==> src/rtl/serdesphy_tx_serial_engine_if.sv <==
// Parallel write bus into the TX serial engine word FIFO.
interface serdesphy_tx_serial_engine_if #(
  parameter int unsigned DATA_W     = 8,
  parameter int unsigned FIFO_DEPTH = 4
);
  localparam int unsigned LvlW = $clog2(FIFO_DEPTH) + 1;

  logic [DATA_W-1:0] in_data;
  logic              in_valid;
  logic              in_ready;
  logic [LvlW-1:0]   fifo_level;

  // Producer side: drives words, observes backpressure and occupancy.
  modport master (
    output in_data,
    output in_valid,
    input  in_ready,
    input  fifo_level
  );

  // Engine side.
  modport slave (
    input  in_data,
    input  in_valid,
    output in_ready,
    output fifo_level
  );
endinterface

==> src/rtl/serdesphy_tx_serial_engine.sv <==
// TX serial engine: word FIFO or PRBS7 source, preamble framing, Manchester/NRZ line
// encoding, one line symbol per bit_en strobe. Single 240 MHz clock domain.
module serdesphy_tx_serial_engine #(
  parameter int unsigned DATA_W       = 8,
  parameter int unsigned FIFO_DEPTH   = 4,
  parameter int unsigned PREAMBLE_LEN = 8,
  parameter int unsigned ERR_LIMIT    = 7
) (
  input  logic                           clk_240m_tx,
  input  logic                           rst_n_240m_tx,
  input  logic                           tx_en,
  input  logic                           bit_en,
  input  logic                           tx_idle,
  input  logic                           tx_data_sel,
  input  logic                           mode_manchester,
  input  logic                           clr_sticky,
  serdesphy_tx_serial_engine_if.slave    wr,
  output logic                           tx_serial_data,
  output logic                           tx_serial_valid,
  output logic                           tx_idle_pattern,
  output logic                           tx_active,
  output logic                           tx_overflow,
  output logic                           tx_underflow,
  output logic                           tx_error
);

  localparam int unsigned PtrW = $clog2(FIFO_DEPTH);
  localparam int unsigned LvlW = PtrW + 1;
  localparam int unsigned IdxW = $clog2(DATA_W);
  localparam int unsigned PreW = $clog2(PREAMBLE_LEN + 1);

  localparam logic [LvlW-1:0] FifoFull = LvlW'(FIFO_DEPTH);
  localparam logic [IdxW-1:0] IdxTop   = IdxW'(DATA_W - 1);
  localparam logic [PreW-1:0] PreLast  = PreW'(PREAMBLE_LEN);
  localparam logic [6:0]      LfsrSeed = 7'h7F;

  typedef enum logic [2:0] {
    StDisabled,
    StIdle,
    StPreamble,
    StActive,
    StError
  } state_e;

  state_e            state_q;
  logic [DATA_W-1:0] mem_q [FIFO_DEPTH];
  logic [PtrW-1:0]   wr_ptr_q, rd_ptr_q;
  logic [LvlW-1:0]   level_q;
  logic [6:0]        lfsr_q;
  logic [7:0]        err_cnt_q;
  logic [DATA_W-1:0] word_q;
  logic [IdxW-1:0]   bit_idx_q;
  logic              half_q;
  logic              mode_q;
  logic [PreW-1:0]   pre_cnt_q;

  logic              in_ready_w, push, pop, fifo_empty;
  logic              at_last_sym, word_end, end_to_idle, underflow_evt, load, go_error;
  logic [8:0]        err_cnt_inc;
  logic [IdxW-1:0]   idx_m1;
  logic [6:0]        prbs_lfsr;
  logic [DATA_W-1:0] prbs_word, next_word;

  // Acceptance is based on the registered level only, so a full FIFO rejects a write
  // even when a pop happens in the same cycle.
  assign in_ready_w    = tx_en && (level_q < FifoFull);
  assign push          = wr.in_valid && in_ready_w;
  assign fifo_empty    = (level_q == '0);
  assign wr.in_ready   = in_ready_w;
  assign wr.fifo_level = level_q;

  // Word boundary: the strobe that consumes the last preamble or last data symbol.
  assign at_last_sym   = (bit_idx_q == '0) && (!mode_q || half_q);
  assign word_end      = tx_en && bit_en &&
                         (((state_q == StPreamble) && (pre_cnt_q == PreLast)) ||
                          ((state_q == StActive) && at_last_sym));
  assign end_to_idle   = word_end && (state_q == StActive) && tx_idle;
  assign underflow_evt = word_end && !end_to_idle && !tx_data_sel && fifo_empty;
  assign load          = word_end && !end_to_idle && !underflow_evt;
  assign pop           = load && !tx_data_sel;
  assign err_cnt_inc   = {1'b0, err_cnt_q} + 9'd1;
  assign go_error      = (err_cnt_inc >= 9'(ERR_LIMIT));
  assign idx_m1        = bit_idx_q - IdxW'(1);
  assign next_word     = tx_data_sel ? prbs_word : mem_q[rd_ptr_q];

  // PRBS7 word generation, MSB first, one LFSR step per data bit.
  always_comb begin
    prbs_lfsr = lfsr_q;
    prbs_word = '0;
    for (int i = DATA_W - 1; i >= 0; i--) begin
      prbs_word[i] = prbs_lfsr[6];
      prbs_lfsr    = {prbs_lfsr[5:0], prbs_lfsr[6] ^ prbs_lfsr[5]};
    end
  end

  // FIFO storage; contents need no reset since level gates every read.
  always_ff @(posedge clk_240m_tx) begin
    if (push) begin
      mem_q[wr_ptr_q] <= wr.in_data;
    end
  end

  // FIFO pointers and occupancy; flushed while the engine is disabled.
  always_ff @(posedge clk_240m_tx or negedge rst_n_240m_tx) begin
    if (!rst_n_240m_tx) begin
      wr_ptr_q <= '0;
      rd_ptr_q <= '0;
      level_q  <= '0;
    end else if (!tx_en) begin
      wr_ptr_q <= '0;
      rd_ptr_q <= '0;
      level_q  <= '0;
    end else begin
      if (push) wr_ptr_q <= wr_ptr_q + PtrW'(1);
      if (pop)  rd_ptr_q <= rd_ptr_q + PtrW'(1);
      level_q <= level_q + LvlW'(push) - LvlW'(pop);
    end
  end

  // LFSR reseeds while disabled and advances one word per PRBS word load.
  always_ff @(posedge clk_240m_tx or negedge rst_n_240m_tx) begin
    if (!rst_n_240m_tx) begin
      lfsr_q <= LfsrSeed;
    end else if (!tx_en) begin
      lfsr_q <= LfsrSeed;
    end else if (load && tx_data_sel) begin
      lfsr_q <= prbs_lfsr;
    end
  end

  // Saturating underflow counter, cleared while disabled.
  always_ff @(posedge clk_240m_tx or negedge rst_n_240m_tx) begin
    if (!rst_n_240m_tx) begin
      err_cnt_q <= '0;
    end else if (!tx_en) begin
      err_cnt_q <= '0;
    end else if (underflow_evt && (err_cnt_q != 8'hFF)) begin
      err_cnt_q <= err_cnt_inc[7:0];
    end
  end

  // Sticky status: a set event wins over a coincident clear; survives disable.
  always_ff @(posedge clk_240m_tx or negedge rst_n_240m_tx) begin
    if (!rst_n_240m_tx) begin
      tx_overflow  <= 1'b0;
      tx_underflow <= 1'b0;
    end else begin
      if (wr.in_valid && !in_ready_w && tx_en) tx_overflow <= 1'b1;
      else if (clr_sticky)                     tx_overflow <= 1'b0;
      if (underflow_evt)                       tx_underflow <= 1'b1;
      else if (clr_sticky)                     tx_underflow <= 1'b0;
    end
  end

  // Main FSM with registered line and status outputs.
  always_ff @(posedge clk_240m_tx or negedge rst_n_240m_tx) begin
    if (!rst_n_240m_tx) begin
      state_q         <= StDisabled;
      tx_serial_data  <= 1'b0;
      tx_serial_valid <= 1'b0;
      tx_idle_pattern <= 1'b1;
      tx_active       <= 1'b0;
      tx_error        <= 1'b0;
      word_q          <= '0;
      bit_idx_q       <= '0;
      half_q          <= 1'b0;
      mode_q          <= 1'b0;
      pre_cnt_q       <= '0;
    end else if (!tx_en) begin
      // Any partial word is simply dropped.
      state_q         <= StDisabled;
      tx_serial_data  <= 1'b0;
      tx_serial_valid <= 1'b0;
      tx_idle_pattern <= 1'b1;
      tx_active       <= 1'b0;
      tx_error        <= 1'b0;
      half_q          <= 1'b0;
    end else if (word_end) begin
      if (load) begin
        state_q         <= StActive;
        word_q          <= next_word;
        bit_idx_q       <= IdxTop;
        half_q          <= 1'b0;
        mode_q          <= mode_manchester;
        tx_serial_data  <= next_word[DATA_W-1];
        tx_serial_valid <= 1'b1;
      end else begin
        state_q         <= (underflow_evt && go_error) ? StError : StIdle;
        tx_serial_data  <= 1'b0;
        tx_serial_valid <= 1'b0;
        tx_idle_pattern <= !(underflow_evt && go_error);
        tx_active       <= 1'b0;
        tx_error        <= underflow_evt && go_error;
      end
    end else begin
      unique case (state_q)
        StDisabled: begin
          state_q <= StIdle;
        end
        StIdle: begin
          if (bit_en && !tx_idle && (tx_data_sel || !fifo_empty)) begin
            state_q         <= StPreamble;
            tx_serial_data  <= 1'b1;
            tx_serial_valid <= 1'b1;
            tx_idle_pattern <= 1'b0;
            tx_active       <= 1'b1;
            pre_cnt_q       <= PreW'(1);
          end
        end
        StPreamble: begin
          if (bit_en) begin
            tx_serial_data <= !tx_serial_data;
            pre_cnt_q      <= pre_cnt_q + PreW'(1);
          end
        end
        StActive: begin
          if (bit_en) begin
            if (mode_q && !half_q) begin
              // Manchester second half is the complement of the bit.
              half_q         <= 1'b1;
              tx_serial_data <= !word_q[bit_idx_q];
            end else begin
              half_q         <= 1'b0;
              bit_idx_q      <= idx_m1;
              tx_serial_data <= word_q[idx_m1];
            end
          end
        end
        StError: begin
          state_q <= StError;
        end
        default: begin
          state_q <= StDisabled;
        end
      endcase
    end
  end

endmodule

==> src/flat_wrapper.sv <==
// flat-port wrapper written by rule: the top's interface ports become plain ports
module serdesphy_tx_serial_engine_flat 
#(
  parameter int unsigned DATA_W       = 8,
  parameter int unsigned FIFO_DEPTH   = 4,
  parameter int unsigned PREAMBLE_LEN = 8,
  parameter int unsigned ERR_LIMIT    = 7
)
  (clk_240m_tx, rst_n_240m_tx, tx_en, bit_en, tx_idle, tx_data_sel, mode_manchester, clr_sticky, tx_serial_data, tx_serial_valid, tx_idle_pattern, tx_active, tx_overflow, tx_underflow, tx_error, wr_in_data, wr_in_valid, wr_in_ready, wr_fifo_level);
  serdesphy_tx_serial_engine_if #(.DATA_W(DATA_W), .FIFO_DEPTH(FIFO_DEPTH)) wr_i ();
  input  logic clk_240m_tx;
  input  logic rst_n_240m_tx;
  input  logic tx_en;
  input  logic bit_en;
  input  logic tx_idle;
  input  logic tx_data_sel;
  input  logic mode_manchester;
  input  logic clr_sticky;
  output logic tx_serial_data;
  output logic tx_serial_valid;
  output logic tx_idle_pattern;
  output logic tx_active;
  output logic tx_overflow;
  output logic tx_underflow;
  output logic tx_error;
  input wire logic [$bits(wr_i.in_data)-1:0] wr_in_data;
  input wire logic [$bits(wr_i.in_valid)-1:0] wr_in_valid;
  output wire logic [$bits(wr_i.in_ready)-1:0] wr_in_ready;
  output wire logic [$bits(wr_i.fifo_level)-1:0] wr_fifo_level;
  assign wr_i.in_data = wr_in_data;
  assign wr_i.in_valid = wr_in_valid;
  assign wr_in_ready = wr_i.in_ready;
  assign wr_fifo_level = wr_i.fifo_level;
  serdesphy_tx_serial_engine #(.DATA_W(DATA_W), .FIFO_DEPTH(FIFO_DEPTH), .PREAMBLE_LEN(PREAMBLE_LEN), .ERR_LIMIT(ERR_LIMIT)) u_core (.clk_240m_tx(clk_240m_tx), .rst_n_240m_tx(rst_n_240m_tx), .tx_en(tx_en), .bit_en(bit_en), .tx_idle(tx_idle), .tx_data_sel(tx_data_sel), .mode_manchester(mode_manchester), .clr_sticky(clr_sticky), .wr(wr_i), .tx_serial_data(tx_serial_data), .tx_serial_valid(tx_serial_valid), .tx_idle_pattern(tx_idle_pattern), .tx_active(tx_active), .tx_overflow(tx_overflow), .tx_underflow(tx_underflow), .tx_error(tx_error));
endmodule
==> config.mk <==
export PLATFORM = sky130hd
export DESIGN_NAME = serdesphy_tx_serial_engine_flat
export DESIGN_NICKNAME = d
export VERILOG_FILES = /design/src/rtl/serdesphy_tx_serial_engine_if.sv /design/src/rtl/serdesphy_tx_serial_engine.sv /design/src/flat_wrapper.sv
export SDC_FILE = /design/constraint.sdc
export NUM_CORES = 1
export LEC_CHECK = 0
export ABC_CLOCK_PERIOD_IN_PS = 3800
export CORE_AREA = 5 5 125 98
export CTS_CLUSTER_SIZE = 14
export DETAILED_ROUTE_END_ITERATION = 16
export DIE_AREA = 0 0 130 103
export PLACE_DENSITY = 0.53
export SETUP_SLACK_MARGIN = 0.02
export SLEW_MARGIN = 20
export SYNTH_ARGS = -nofsm -noshare
export SYNTH_HDL_FRONTEND = slang
export SYNTH_SLANG_ARGS = --single-unit
==> constraint.sdc <==
create_clock -name clk_240m_tx -period 3.8 [get_ports clk_240m_tx]
set_input_delay 0.76 -clock clk_240m_tx [delete_from_list [all_inputs] [get_ports clk_240m_tx]]
set_output_delay 0.76 -clock clk_240m_tx [all_outputs]
set_load 0.01 [all_outputs]
==> impl_metrics.xml, run 1 <==
<?xml version="1.0" encoding="UTF-8"?>
<metrics>
  <group name="layout">
    <metric name="num_antenna_cells" unit="">0</metric>
    <metric name="multi_input_comb_area" unit="um^2">1860</metric>
    <metric name="final.fill_count" unit="">1055</metric>
    <metric name="flow.area_growth_from_synthesis" unit="%">15.6</metric>
    <metric name="ratio_of_cells_with_drive_above_1_in_the_final_layout" unit="">0.158</metric>
    <metric name="nNetsFinal" unit="">412</metric>
    <metric name="register_area" unit="um^2">2200</metric>
  </group>
  <group name="logic_synthesis">
    <metric name="synth_seq_area_share" unit="">0.520</metric>
    <metric name="top_post_synthesis_cells_by_area" unit="">dfrtp_1 (24%), edfxtp_1 (23%), mux4_2 (5.9%)</metric>
    <metric name="synthesis.area_per_instance" unit="um^2">11.9</metric>
    <metric name="synth_compound_area_frac" unit="">0.126</metric>
    <metric name="post_synth_xor_area_fraction" unit="">0.0373</metric>
    <metric name="post_synth_fa_ha_maj_area_fraction" unit="">0.0402</metric>
    <metric name="yosys.area.top_type_share" unit="">0.243</metric>
    <metric name="yosys.area.top_type" unit="">dfrtp_1</metric>
    <metric name="synth-edff-count" unit="">32</metric>
    <metric name="synth_warnings" unit="">0</metric>
    <metric name="synth_top_family_by_area" unit="">simple AND/OR/NAND/NOR gates</metric>
    <metric name="ys_types" unit="">68</metric>
    <metric name="synth.net_count" unit="">386</metric>
    <metric name="ys_dominant_reg_cell" unit="">dfrtp_1</metric>
    <metric name="synth.ff_latch_count" unit="">81</metric>
    <metric name="synth_simple_gate_area_frac" unit="">0.146</metric>
    <metric name="async_reset_ff_frac" unit="">0.605</metric>
    <metric name="post_synth_mux_area_share" unit="">0.0900</metric>
    <metric name="syn-instance-count" unit="">356</metric>
    <metric name="cell_area_synth" unit="um^2">4230</metric>
  </group>
  <group name="floorplan">
    <metric name="core_area" unit="um^2">11100</metric>
    <metric name="die-area" unit="um^2">13400</metric>
    <metric name="die_w" unit="um">130</metric>
    <metric name="fp.dieH" unit="um">103</metric>
    <metric name="placement_rows" unit="">34</metric>
    <metric name="io-pin-count" unit="">28</metric>
    <metric name="starting_utilization_of_the_core_area" unit="">0.382</metric>
  </group>
  <group name="drt">
    <metric name="drtAntennaViolNets" unit="">0</metric>
    <metric name="firstDrtPassIters" unit="">5</metric>
    <metric name="initialDrtViolationCount" unit="">125</metric>
    <metric name="drc" unit="">0</metric>
    <metric name="wire_per_inst" unit="um">16.0</metric>
    <metric name="wirelength" unit="mm">8.51</metric>
    <metric name="post_drt_via_cell_ratio" unit="">5.10</metric>
    <metric name="num_vias" unit="">2706</metric>
  </group>
  <group name="setup_path">
    <metric name="cp.arrival" unit="ns">3.39</metric>
    <metric name="worst_setup_path_start_kind" unit="">input port</metric>
    <metric name="crit_path_end_kind" unit="">flip-flop</metric>
    <metric name="cp.required" unit="ns">4.03</metric>
    <metric name="path_class" unit="">input port to flip-flop</metric>
    <metric name="critPathMaxFanout" unit="">5</metric>
  </group>
  <group name="sta">
    <metric name="fin_tns_setup" unit="ns">0</metric>
    <metric name="post-route-period-util" unit="">0.831</metric>
    <metric name="slew_headroom" unit="">0.584</metric>
    <metric name="final.hold.worst_slack" unit="ns">0.430</metric>
    <metric name="rsz0062_at_grt" unit="">no</metric>
    <metric name="setup_viol_count_final" unit="">0</metric>
    <metric name="maxSlewViolCount" unit="">0</metric>
    <metric name="max_freq" unit="GHz">0.317</metric>
    <metric name="clock_skew" unit="ns">0.00817</metric>
    <metric name="timing.final.hold_violations" unit="">0</metric>
    <metric name="worst_tran_pin_value" unit="ns">0.624</metric>
    <metric name="period_minus_slack" unit="ns">3.16</metric>
  </group>
  <group name="global_routing">
    <metric name="overflow" unit="">0</metric>
    <metric name="track_usage" unit="">0.140</metric>
    <metric name="grt_pass1_wl" unit="mm">14.4</metric>
    <metric name="grt_start_max_net_pins" unit="">28</metric>
    <metric name="vias_in_the_first_global_route" unit="">2764</metric>
    <metric name="antenna_found_initial" unit="">0</metric>
  </group>
  <group name="power">
    <metric name="power-per-cell-area" unit="nW/um^2">482</metric>
    <metric name="power" unit="uW">2360</metric>
    <metric name="vdd_ir_drop_max" unit="mV">0.224</metric>
    <metric name="total_leakage_power" unit="uW">0.00200</metric>
  </group>
  <group name="clocking">
    <metric name="cts_hold_buffers" unit="">0</metric>
    <metric name="cts_htree_levels" unit="">3</metric>
    <metric name="ctsRootBufferMaster" unit="">clkbuf_16</metric>
    <metric name="cts.repair_timing.setup_buffer_count" unit="">0</metric>
    <metric name="worst_setup_hold_path_clk_slew" unit="ns">0.06</metric>
    <metric name="postCtsResizedCells" unit="">0</metric>
    <metric name="cts-root-to-sink-buffers" unit="">2</metric>
    <metric name="cts_tree" unit="">done</metric>
    <metric name="clock_latency" unit="ns">0.34</metric>
    <metric name="tritoncts_num_sinks" unit="">81</metric>
    <metric name="cts_inserted_buffers" unit="">9</metric>
  </group>
  <group name="placement">
    <metric name="routabilityCongestion" unit="">0.778</metric>
    <metric name="place_hpwl" unit="mm">6.06</metric>
    <metric name="numPortBuffers" unit="">27</metric>
  </group>
  <group name="run">
    <metric name="max_cap_violations" unit="">0</metric>
  </group>
  <group name="run_status">
    <metric name="run_status" unit="">completed</metric>
  </group>
  <group name="worst_hold_path">
    <metric name="hold_class" unit="">input port to asynchronous set/reset pin</metric>
  </group>
</metrics>
==> metal layers <==
metal	routed length, um	global-route usage	vias to the layer above	share of wire
met3	304	0.0476	4	0.036
met2	3800	0.209	38	0.45
met4	69	0.0327	0	0.0081
li1	-	-	1350	-
met5	0	0	-	0
met1	4330	0.198	1314	0.51
==> final timing paths <==
kind,end,depth (start not counted),slack [ns],startpoint
max in group asynchronous,u_core.lfsr_q[3]$_DFFE_PN1P_,2,2.55,rst_n_240m_tx
worst max-delay path,u_core.wr.fifo_level[2]$_DFF_PN0_,11,0.64,tx_data_sel
worst max register to register,u_core.wr.fifo_level[2]$_DFF_PN0_,12,0.83,u_core.state_q[1]$_DFFE_PN0P_
min in group clk_240m_tx,u_core.tx_idle_pattern$_DFFE_PN1P_,2,0.46,u_core.tx_idle_pattern$_DFFE_PN1P_
worst min-delay path,u_core.err_cnt_q[1]$_DFFE_PN0P_,1,0.43,rst_n_240m_tx
worst min register to register,u_core.tx_idle_pattern$_DFFE_PN1P_,2,0.46,u_core.tx_idle_pattern$_DFFE_PN1P_
==> cells by family (layout without fill, tap and decap cells) <==
family / count (synthesis) / after routing
AOI/OAI and AO/OA: 75 / 75
xor gates and xnor gates: 18 / 18
adders and majority gates: 13 / 13
buffers and inverters: 36 / 67
DFF: 81 / 81
muxes: 24 / 24
and+or+nand+nor: 109 / 109
==> cell usage after synthesis (8+ instances only) <==
library cell	n
inv_1	18
nor2_1	12
dfstp_2	8
dfrtp_1	41
nand2_1	35
o21ai_0	18
clkbuf_1	9
nand3_1	9
o211ai_1	8
mux4_2	11
and3_1	9
and2_1	11
ha_1	12
xnor2_1	14
edfxtp_1	32
mux2i_1	11
==> state kept, by name (all words and copies together), names as in the netlist, 2 cells and up <==
| name | cells |
|---|---|
| u_core.mem_q | 32 |
| u_core.wr_ptr_q | 2 |
| u_core.err_cnt_q | 8 |
| u_core.word_q | 8 |
| u_core.pre_cnt_q | 4 |
| u_core.lfsr_q | 7 |
| u_core.bit_idx_q | 3 |
| u_core.rd_ptr_q | 2 |
| u_core.state_q | 3 |
| u_core.wr.fifo_level | 3 |
==> where the power goes <==
group	leakage [uW]	internal [uW]	switching (uW)
Combinational	0.000945	231	210
Sequential	0.000924	1010	102
Clock	0.000131	445	361
Total	0.00200	1690	673
==> final cells by class <==
| cell class | count | area share |
|---|---|---|
| clock buffer | 10 | 0.0468 |
| sequential | 81 | 0.449 |
| timing repair buffer | 33 | 0.0635 |
| clock inverter | 6 | 0.00870 |
| inverter | 18 | 0.0138 |
| tap | 144 | 0.0369 |
| multi-input combinational | 239 | 0.381 |
==> critical path, cell delays in order <==
cell and delay [ns]:
clkdlybuf4s50_1 0.42, or4_1 0.58, and3_1 0.24, and3_1 0.22
ha_1 0.27, inv_1 0.06, ha_1 0.13, inv_1 0.05
fa_1 0.37, xnor2_1 0.14, and2_1 0.15
==> metrics by stage <==
step / instance area, um^2 / std cells / util / setup WS [ns]
floorplan: 4230 / 356 / - / 0.848
global placement: 4620 / 515 / 0.417 / 0.318
detailed placement: 4620 / 515 / 0.417 / 0.274
CTS: 4890 / 531 / 0.442 / 0.633
global route: 4890 / 531 / 0.442 / 0.495
finish: 4890 / 531 / 0.442 / 0.641
==> cells in the final DEF, fill, tap and decap left out, types with 8 or more instances in the layout <==
master,n
clkbuf_16,9
dfstp_2,8
o21ai_0,18
and3_1,9
inv_1,18
o211ai_1,8
and2_1,11
ha_1,12
mux4_2,11
nand2_1,35
nor2_1,12
xnor2_1,14
nand3_1,9
clkdlybuf4s50_1,26
mux2i_1,11
dfrtp_1,41
edfxtp_1,32
No activity file was read; power rests on OpenSTA's default activity.
==> inputs of run 2 (changes only) <==
--- a/config.mk
+++ b/config.mk
@@ -5,12 +5,12 @@
 export SDC_FILE = /design/constraint.sdc
 export NUM_CORES = 1
 export LEC_CHECK = 0
-export ABC_CLOCK_PERIOD_IN_PS = 3800
+export ABC_CLOCK_PERIOD_IN_PS = 2900
 export CORE_AREA = 5 5 125 98
 export CTS_CLUSTER_SIZE = 14
 export DETAILED_ROUTE_END_ITERATION = 16
 export DIE_AREA = 0 0 130 103
-export PLACE_DENSITY = 0.53
+export PLACE_DENSITY = 0.55
 export SETUP_SLACK_MARGIN = 0.02
 export SLEW_MARGIN = 20
 export SYNTH_ARGS = -nofsm -noshare
==> constraint.sdc (replaced) <==
create_clock -name clk_240m_tx -period 2.9 [get_ports clk_240m_tx]
set_input_delay 0.58 -clock clk_240m_tx [delete_from_list [all_inputs] [get_ports clk_240m_tx]]
set_output_delay 0.58 -clock clk_240m_tx [all_outputs]
set_load 0.01 [all_outputs]
==> impl_metrics.xml, run 2 (synthesized netlist as in run 1, its figures left out) <==
<?xml version="1.0" encoding="UTF-8"?>
<metrics>
  <group name="power">
    <metric name="netSwitchingFraction" unit="">0.282</metric>
    <metric name="power-per-cell-area" unit="nW/um^2">622</metric>
    <metric name="switching_power" unit="uW">887</metric>
    <metric name="logic_gate_share_of_total_power" unit="">0.211</metric>
    <metric name="internal_power_component" unit="uW">2250</metric>
    <metric name="power_frac_clock" unit="">0.334</metric>
    <metric name="power" unit="uW">3140</metric>
    <metric name="vdd_ir_drop_max" unit="mV">0.382</metric>
    <metric name="total_leakage_power" unit="uW">0.00210</metric>
    <metric name="power.share.sequential" unit="">0.454</metric>
  </group>
  <group name="global_routing">
    <metric name="vias_in_the_first_global_route" unit="">2802</metric>
    <metric name="grt_start_max_net_pins" unit="">29</metric>
    <metric name="track_usage" unit="">0.139</metric>
    <metric name="grt_pass1_wl" unit="mm">14.4</metric>
    <metric name="antenna_found_initial" unit="">0</metric>
    <metric name="overflow" unit="">0</metric>
  </group>
  <group name="setup_path">
    <metric name="worst_setup_path_start_kind" unit="">flip-flop</metric>
    <metric name="path_class" unit="">flip-flop to flip-flop</metric>
    <metric name="critPathMaxStageDelay" unit="ns">0.40</metric>
    <metric name="crit_path_end_kind" unit="">flip-flop</metric>
    <metric name="cp_delay_by_family_top" unit="">adder cells</metric>
    <metric name="cp.required" unit="ns">3.13</metric>
    <metric name="cp_num_buf_inv" unit="">3</metric>
    <metric name="worstReg2RegStart" unit="">u_core.pre_cnt_q[0]$_DFFE_PN0P_</metric>
    <metric name="critPathMaxFanout" unit="">5</metric>
    <metric name="critical_path.slowest_cell" unit="">dfrtp_1</metric>
    <metric name="cp.arrival" unit="ns">2.90</metric>
    <metric name="cp_cell_sequence" unit="">inv_1, ha_1, and4b_1, or2_2, and3_1, ha_1, inv_1, ha_1, inv_1, fa_1, xnor2_1, and2_1</metric>
    <metric name="worstReg2RegEnd" unit="">u_core.wr.fifo_level[2]$_DFF_PN0_</metric>
    <metric name="setup_slack_of_the_worst_register_to_register_path" unit="ns">0.23</metric>
    <metric name="ff2ff_path_depth" unit="">12</metric>
  </group>
  <group name="layout">
    <metric name="largest_register_ffs" unit="">32</metric>
    <metric name="register_area" unit="um^2">2200</metric>
    <metric name="final.fill_count" unit="">1029</metric>
    <metric name="multi_input_comb_area" unit="um^2">1870</metric>
    <metric name="largest_register" unit="">u_core.mem_q</metric>
    <metric name="ratio_of_cells_with_drive_above_1_in_the_final_layout" unit="">0.200</metric>
    <metric name="postLayoutCoreUtil" unit="">0.456</metric>
    <metric name="final_cell_mix" unit="">dfrtp_1 (41), nand2_1 (35), edfxtp_1 (32)</metric>
    <metric name="layout.cells.most_common" unit="">dfrtp_1</metric>
    <metric name="nNetsFinal" unit="">430</metric>
    <metric name="num_antenna_cells" unit="">0</metric>
    <metric name="finalInstanceArea" unit="um^2">5040</metric>
    <metric name="reg_top3" unit="">u_core.mem_q x32, u_core.err_cnt_q x8, u_core.word_q x8</metric>
    <metric name="flow.area_growth_from_synthesis" unit="%">19.3</metric>
  </group>
  <group name="clocking">
    <metric name="cts_hold_buffers" unit="">0</metric>
    <metric name="tritoncts_num_sinks" unit="">81</metric>
    <metric name="cts.repair_timing.setup_buffer_count" unit="">0</metric>
    <metric name="cts-root-to-sink-buffers" unit="">2</metric>
    <metric name="cts_tree" unit="">done</metric>
    <metric name="cts_htree_levels" unit="">3</metric>
    <metric name="postCtsResizedCells" unit="">0</metric>
    <metric name="clock_latency" unit="ns">0.34</metric>
    <metric name="ctsRootBufferMaster" unit="">clkbuf_16</metric>
    <metric name="worst_setup_hold_path_clk_slew" unit="ns">0.06</metric>
    <metric name="cts_inserted_buffers" unit="">9</metric>
  </group>
  <group name="sta">
    <metric name="post-route-period-util" unit="">0.921</metric>
    <metric name="period_minus_slack" unit="ns">2.67</metric>
    <metric name="fin_tns_setup" unit="ns">0</metric>
    <metric name="rsz0062_at_grt" unit="">no</metric>
    <metric name="setup_viol_count_final" unit="">0</metric>
    <metric name="max_freq" unit="GHz">0.374</metric>
    <metric name="maxSlewViolCount" unit="">0</metric>
    <metric name="slew_headroom" unit="">0.534</metric>
    <metric name="timing.final.hold_violations" unit="">0</metric>
    <metric name="worst_tran_pin_value" unit="ns">0.698</metric>
    <metric name="clock_skew" unit="ns">0.00569</metric>
  </group>
  <group name="drt">
    <metric name="num_vias" unit="">2836</metric>
    <metric name="wire_per_inst" unit="um">15.5</metric>
    <metric name="post_drt_via_cell_ratio" unit="">5.17</metric>
    <metric name="drtAntennaViolNets" unit="">0</metric>
    <metric name="initialDrtViolationCount" unit="">134</metric>
    <metric name="drc" unit="">0</metric>
    <metric name="firstDrtPassIters" unit="">4</metric>
    <metric name="wirelength" unit="mm">8.50</metric>
  </group>
  <group name="floorplan">
    <metric name="fp.dieH" unit="um">103</metric>
    <metric name="starting_utilization_of_the_core_area" unit="">0.382</metric>
    <metric name="placement_rows" unit="">34</metric>
    <metric name="die_w" unit="um">130</metric>
    <metric name="core_area" unit="um^2">11100</metric>
    <metric name="io-pin-count" unit="">28</metric>
    <metric name="die-area" unit="um^2">13400</metric>
  </group>
  <group name="placement">
    <metric name="dpl_cell_area" unit="um^2">4760</metric>
    <metric name="place_hpwl" unit="mm">6.12</metric>
    <metric name="numPortBuffers" unit="">27</metric>
    <metric name="routabilityCongestion" unit="">0.811</metric>
  </group>
  <group name="run_status">
    <metric name="run_status" unit="">completed</metric>
  </group>
  <group name="worst_hold_path">
    <metric name="hold_class" unit="">input port to asynchronous set/reset pin</metric>
  </group>
  <group name="run">
    <metric name="max_cap_violations" unit="">0</metric>
  </group>
</metrics>
run 2: cell types whose count changed in the layout (fill, tap and decap cells not counted), sizes merged:
cell	before	now
buf	7	25
clkdlybuf4s50	26	25
clkinv	3	2
dlymetal6s2s	0	1
inv	20	19
clkinvlp	1	3
run 2: final cells by class:
type,instances,share of cell area
Inverter,18,0.0134
Clock buffer,10,0.0454
Tap cell,144,0.0357
Clock inverter,6,0.00893
Sequential cell,81,0.436
Timing Repair Buffer,51,0.0913
Multi-Input combinational cell,239,0.370
run 2: worst register-to-register path, cell delays in order, from the launching register on:
cell     delay [ns]
dfrtp_1        0.40
inv_1          0.06
ha_1           0.19
and4b_1        0.22
or2_2          0.35
and3_1         0.20
ha_1           0.27
inv_1          0.06
ha_1           0.13
inv_1          0.05
fa_1           0.37
xnor2_1        0.13
and2_1         0.15
run 2: worst max path at each step:
| stage | start | end | slack, ns | depth (start not counted) |
|---|---|---|---|---|
| 2_1_floorplan | tx_data_sel | u_core.wr.fifo_level[2]$_DFF_PN0_ | 0.13 | 10 |
| 3_3_place_gp | tx_data_sel | u_core.wr.fifo_level[2]$_DFF_PN0_ | -0.29 | 11 |
| 3_5_place_dp | tx_data_sel | u_core.wr.fifo_level[2]$_DFF_PN0_ | -0.33 | 11 |
| 4_1_cts | tx_data_sel | u_core.wr.fifo_level[2]$_DFF_PN0_ | 0.03 | 11 |
| 5_1_grt | u_core.pre_cnt_q[0]$_DFFE_PN0P_ | u_core.wr.fifo_level[2]$_DFF_PN0_ | 0.11 | 12 |
| 6_report | u_core.pre_cnt_q[0]$_DFFE_PN0P_ | u_core.wr.fifo_level[2]$_DFF_PN0_ | 0.23 | 12 |
run 2: power groups by stage:
stage | clock [uW] | combinational, uW | sequential (uW)
final | 1050 | 663 | 1430
after CTS | 1080 | 673 | 1430
after floorplan | 0 | 457 | 1430
after detailed placement | 0 | 669 | 1450
after global placement | 0 | 657 | 1440
after global routing | 1130 | 738 | 1450
run 2: layer usage:
metal / track usage / vias to the layer above / share of wire
li1: - / 1381 / -
met3: 0.0331 / 8 / 0.031
met4: 0.0455 / 0 / 0.014
met1: 0.188 / 1406 / 0.49
met5: 0 / - / 0
met2: 0.223 / 41 / 0.46
run 2: stage by stage:
stage,cells,setup WS (ns),hold WS (ns)
floorplan,356,0.128,0.284
global placement,533,-0.290,0.454
detailed placement,533,-0.327,0.459
CTS,549,0.0323,0.308
global route,549,0.109,0.349
finish,549,0.228,0.288
==> inputs of run 3 (changes only) <==
--- a/config.mk
+++ b/config.mk
@@ -5,7 +5,6 @@
 export SDC_FILE = /design/constraint.sdc
 export NUM_CORES = 1
 export LEC_CHECK = 0
-export ABC_CLOCK_PERIOD_IN_PS = 2900
 export CORE_AREA = 5 5 125 98
 export CTS_CLUSTER_SIZE = 14
 export DETAILED_ROUTE_END_ITERATION = 16
==> results of run 3 <==
The final DEF is identical to that of run 2; final timing and power are the same.
